File: config.mk
export PLATFORM = sky130hd
export DESIGN_NAME = ysyx_25030093_ifu
export DESIGN_NICKNAME = d
export VERILOG_FILES = /design/src/rtl/ysyx_25030093_ifu.sv
export SDC_FILE = /design/constraint.sdc
export NUM_CORES = 1
export LEC_CHECK = 0
export CAP_MARGIN = 20
export CORE_ASPECT_RATIO = 1.2
export CORE_MARGIN = 5
export CORE_UTILIZATION = 35
export CTS_BUF_LIST = sky130_fd_sc_hd__clkbuf_2 sky130_fd_sc_hd__clkbuf_4 sky130_fd_sc_hd__clkbuf_8
export DETAILED_ROUTE_END_ITERATION = 6
export PLACE_DENSITY = 0.72
export SLEW_MARGIN = 10
export SYNTH_ARGS = -nofsm -noshare
export SYNTH_HDL_FRONTEND = slang
export SYNTH_SLANG_ARGS = --single-unit
File: constraint.sdc
create_clock -name clk -period 3.5 [get_ports clk]
set_clock_uncertainty 0.15 [all_clocks]
set_input_delay 0.7 -clock clk [delete_from_list [all_inputs] [get_ports clk]]
set_output_delay 0.7 -clock clk [all_outputs]
set_load 0.01 [all_outputs]
File: src/rtl/ysyx_25030093_ifu.sv
// ysyx_25030093_ifu: instruction fetch unit.
// Takes a fetch request for pc, reads one 32-bit word over an AR/R
// valid/ready bus, and holds {inst, inst_pc, inst_fault} for decode until
// it is accepted. A watchdog abandons fetches stuck on the bus for TIMEOUT
// cycles (TIMEOUT = 0 disables it).
// Optional feature: define YSYX_25030093_IFU_ALIGN_CHECK_EN to fault
// misaligned pc values locally without issuing a bus transaction.
module ysyx_25030093_ifu #(
  parameter int TIMEOUT = 1023
) (
  input  logic        clk,
  input  logic        rst,
  input  logic [31:0] pc,
  input  logic        fetch_req,
  output logic        fetch_ready,
  output logic [31:0] inst,
  output logic [31:0] inst_pc,
  output logic        inst_fault,
  output logic        inst_valid,
  input  logic        inst_ready,
  output logic        mem_arvalid,
  output logic [31:0] mem_araddr,
  input  logic        mem_arready,
  input  logic        mem_rvalid,
  input  logic [31:0] mem_rdata,
  input  logic [1:0]  mem_rresp,
  output logic        mem_rready
);

  localparam int CNT_W = (TIMEOUT > 0) ? $clog2(TIMEOUT + 1) : 1;
  localparam logic [CNT_W-1:0] CNT_MAX  = CNT_W'(TIMEOUT);
  // The watchdog fires in the cycle that brings the bus time up to TIMEOUT.
  localparam logic [CNT_W-1:0] CNT_LAST = CNT_W'((TIMEOUT > 0) ? TIMEOUT - 1 : 0);

  typedef enum logic [1:0] {
    S_IDLE = 2'd0,
    S_AR   = 2'd1,
    S_R    = 2'd2,
    S_HOLD = 2'd3
  } state_t;

  state_t            state_q, state_d;
  logic [31:0]       addr_q, addr_d;
  logic [31:0]       inst_q, inst_d;
  logic              fault_q, fault_d;
  logic [CNT_W-1:0]  cnt_q, cnt_d;
  logic              wd_fire;

  // Saturating increment: the counter never wraps back to zero.
  function automatic logic [CNT_W-1:0] cnt_inc(input logic [CNT_W-1:0] c);
    return (c == CNT_MAX) ? c : c + 1'b1;
  endfunction

  assign wd_fire = (TIMEOUT > 0) && (cnt_q == CNT_LAST);

  // Outputs decode from state/registers only; no mem_* input reaches inst_valid.
  assign fetch_ready = (state_q == S_IDLE) | ((state_q == S_HOLD) & inst_ready);
  assign mem_arvalid = (state_q == S_AR);
  assign mem_araddr  = addr_q;
  assign mem_rready  = (state_q == S_R);
  assign inst_valid  = (state_q == S_HOLD);
  assign inst        = inst_q;
  assign inst_pc     = addr_q;
  assign inst_fault  = fault_q;

  // Next-state and datapath capture logic.
  always_comb begin
    state_d = state_q;
    addr_d  = addr_q;
    inst_d  = inst_q;
    fault_d = fault_q;
    cnt_d   = cnt_q;
    case (state_q)
      S_IDLE, S_HOLD: begin
        if (fetch_ready && fetch_req) begin
          // Accept: latch the address so later pc changes cannot disturb it.
          addr_d = pc;
          cnt_d  = '0;
`ifdef YSYX_25030093_IFU_ALIGN_CHECK_EN
          if (pc[1:0] != 2'b00) begin
            state_d = S_HOLD;
            inst_d  = '0;
            fault_d = 1'b1;
          end else begin
            state_d = S_AR;
          end
`else
          state_d = S_AR;
`endif
        end else if ((state_q == S_HOLD) && inst_ready) begin
          state_d = S_IDLE;
        end
      end
      S_AR: begin
        cnt_d = cnt_inc(cnt_q);
        if (mem_arready) begin
          state_d = S_R;
        end else if (wd_fire) begin
          state_d = S_HOLD;
          inst_d  = '0;
          fault_d = 1'b1;
        end
      end
      S_R: begin
        cnt_d = cnt_inc(cnt_q);
        if (mem_rvalid) begin
          state_d = S_HOLD;
          inst_d  = mem_rdata;
          fault_d = (mem_rresp != 2'b00);
        end else if (wd_fire) begin
          state_d = S_HOLD;
          inst_d  = '0;
          fault_d = 1'b1;
        end
      end
      default: state_d = S_IDLE;
    endcase
  end

  // State and result registers with asynchronous reset.
  always_ff @(posedge clk or posedge rst) begin
    if (rst) begin
      state_q <= S_IDLE;
      addr_q  <= '0;
      inst_q  <= '0;
      fault_q <= 1'b0;
      cnt_q   <= '0;
    end else begin
      state_q <= state_d;
      addr_q  <= addr_d;
      inst_q  <= inst_d;
      fault_q <= fault_d;
      cnt_q   <= cnt_d;
    end
  end

endmodule

==> flow_metrics.tcl <==
set metrics [dict create \
    port_buffers 172 \
    clock-root-buffer "clkbuf_8" \
    synth_edf_count 0 \
    grt_pass1_vias 2988 \
    synthCells 326 \
    grt_max_degree 56 \
    cp-end-kind "primary output" \
    peakVddDrop_mv 0.482 \
    synth_top_area_share_pct 56.6 \
    power_density_nw_per_um2 868 \
    setup_viol 0 \
    diodes 0 \
    clkSinkCount 77 \
    placed_cells 578 \
    criticalPathCategory "in2out" \
    use_met1_pct 18.4 \
    grt_pass1_wl_um 15200 \
    crit_required_ps 2650 \
    yosysSeqAreaShare_pct 56.6 \
    rows 39 \
    async_flop_share_pct 100 \
    hold_slack_ps 354 \
    avgViaCountPerCell 4.81 \
    clkTransAtPathRegs_ps 80 \
    cts_inserted_buffers 9 \
    synth_seq_cells 77 \
    post-cts-setup-buffers 0 \
    use_met2_pct 27.0 \
    rsz0062_at_grt "false" \
    routed_wl_um 9410 \
    track_usage_pct 16.0 \
    startpoint_type "input pin" \
    drtAntennaViolNets 0 \
    dr_total_vias 2857 \
    status "finished, final reports clean" \
    clock_latency_ps 350 \
    report.final.slew_viol_count 0 \
    synthDistinctLibCells 36 \
    busiest_layer "met2" \
    crit_fanout 3 \
    layout-drive-gt1-share_pct 6.37 \
    die_area_um2 11800 \
    num_io_pins 173 \
    instances_no_fill 594 \
    synth_top_area_cell "dfrtp_1" \
    drc 0 \
    ys.warnings.count 0 \
    synth_fp_nets 404 \
    max_freq_mhz 358 \
    antenna_found_initial 0 \
    wl_per_cell_um 15.8 \
    die-width_um 100 \
    p_leak_nw 2.37 \
    fin_crit_ps 2790 \
    place_hpwl_um 6970 \
    min_path_type "reg2reg" \
    worst_pin_slew_ps 713 \
    maxCapViolCount 0 \
    fin_crit_sh_pct 79.8 \
    dr.pass1.iters 4 \
    start_util_pct 35.8 \
    synth-main-ff-cell "dfrtp_1" \
    relSlewSlack_pct 52.3 \
    cts.repair.resized 0 \
    core-area_um2 9520 \
    avgSynthCellArea_um2 10.4 \
    cp.arrival_ps 1940 \
    hold_viol_final 0 \
    die_h_um 118 \
    nets 544 \
    tns_ps 0 \
    gp_congestion 0.796 \
    syn_area_um2 3400 \
    clk_path_buf_depth 2 \
    hold_buffers 0 \
    grt_overflow 0 \
    cts_tree "yes" \
    drtIter0Drc 114 \
    area_growth_pct 53.4 \
    grt_util_met3_pct 4.27 \
    synthTopCellsByArea "dfrtp_1 57%, nand2_1 11%, a22o_1 8.2%" \
    ctsHtreeMaxLevel 3 \
]
sequential cells by signal, indices dropped and copies added, names as in the netlist:
| register | count |
|---|---|
| inst | 32 |
| state_q | 2 |
| cnt_q | 10 |
| inst_pc | 32 |
| inst_fault | 1 |
synthesized netlist by cell type (3+ instances only):
cell and instances:
a21oi_1 5, a22o_1 32, buf_2 8, buf_4 33
buf_6 3, clkbuf_1 4, dfrtp_1 77, ha_1 6
inv_1 6, nand2_1 100, nand3_1 9, nor2_1 5
o21ai_0 9
report_power, final:
part | total (W) | switching (W) | internal (W) | leakage (nW)
sequential | 0.00155 | 0.000277 | 0.00127 | 0.989
clock | 0.000752 | 0.000332 | 0.000420 | 0.107
combinational | 0.00223 | 0.000955 | 0.00128 | 1.27
total | 0.00453 | 0.00156 | 0.00297 | 2.37
final timing paths:
path / startpoint / to / slack [ps] / cells past startpoint
max: inst_ready / fetch_ready / 710 / 4
min: inst[16] / inst[16] / 350 / 1
max reg2reg: state_q[1] / inst[24] / 1170 / 7
min reg2reg: inst[16] / inst[16] / 350 / 1
max in group asynchronous: rst / inst_pc[7] / 1990 / 3
min in group asynchronous: rst / inst[29] / 540 / 2
final cells by class:
| class | count | area [um^2] |
|---|---|---|
| Sequential cell | 77 | 1930 |
| Tap cell | 123 | 154 |
| Clock buffer | 11 | 139 |
| Inverter | 6 | 22.5 |
| Timing Repair Buffer | 177 | 1770 |
| Fill cell | 870 | 4300 |
| Multi-Input combinational cell | 195 | 1120 |
| Clock inverter | 5 | 83.8 |
critical path: stages:
cell	delay, ps
clkdlybuf4s50_1	420
a21oi_1	270
inv_1	70
clkdlybuf4s50_1	490
cells by family after synthesis:
group	share of synthesized area, %
adders and majority gates	2.21
xor gates and xnor gates	0.257
and+or+nand+nor	17.2
AOI/OAI and AO/OA	13.1
DFF	56.6
buffers and inverters	10.6
layout by cell type, fill, tap and decap left out, types with 4 or more instances in the layout:
cell	count
a21oi_1	5
nor2_1	5
buf_4	4
clkdlybuf4s50_1	172
nand3_1	9
inv_1	5
dfrtp_1	77
o21ai_0	9
clkbuf_8	9
a22o_1	32
nand2_1	100
ha_1	6
metal layers:
metal / wire length, um / vias up / part of all wire [%]
li1: - / 1350 / -
met1: 3640 / 1376 / 39
met2: 4820 / 105 / 51
met3: 628 / 26 / 6.7
met4: 334 / 0 / 3.5
met5: 0 / - / 0
metrics by stage:
| stage | instance area, um^2 | total power [W] | util [%] | setup WS, ps |
|---|---|---|---|---|
| final | 5220 | 0.00453 | 54.9 | 709 |
| after global routing | 5220 | 0.00483 | 54.9 | 590 |
| after CTS | 5220 | 0.00461 | 54.9 | 698 |
| after detailed placement | 5000 | 0.00383 | 52.5 | 665 |
| after global placement | 5000 | 0.00378 | 52.5 | 729 |
| after floorplan | 3400 | 0.00267 | - | 683 |
Note: power is estimated with default switching activity, not from simulation.
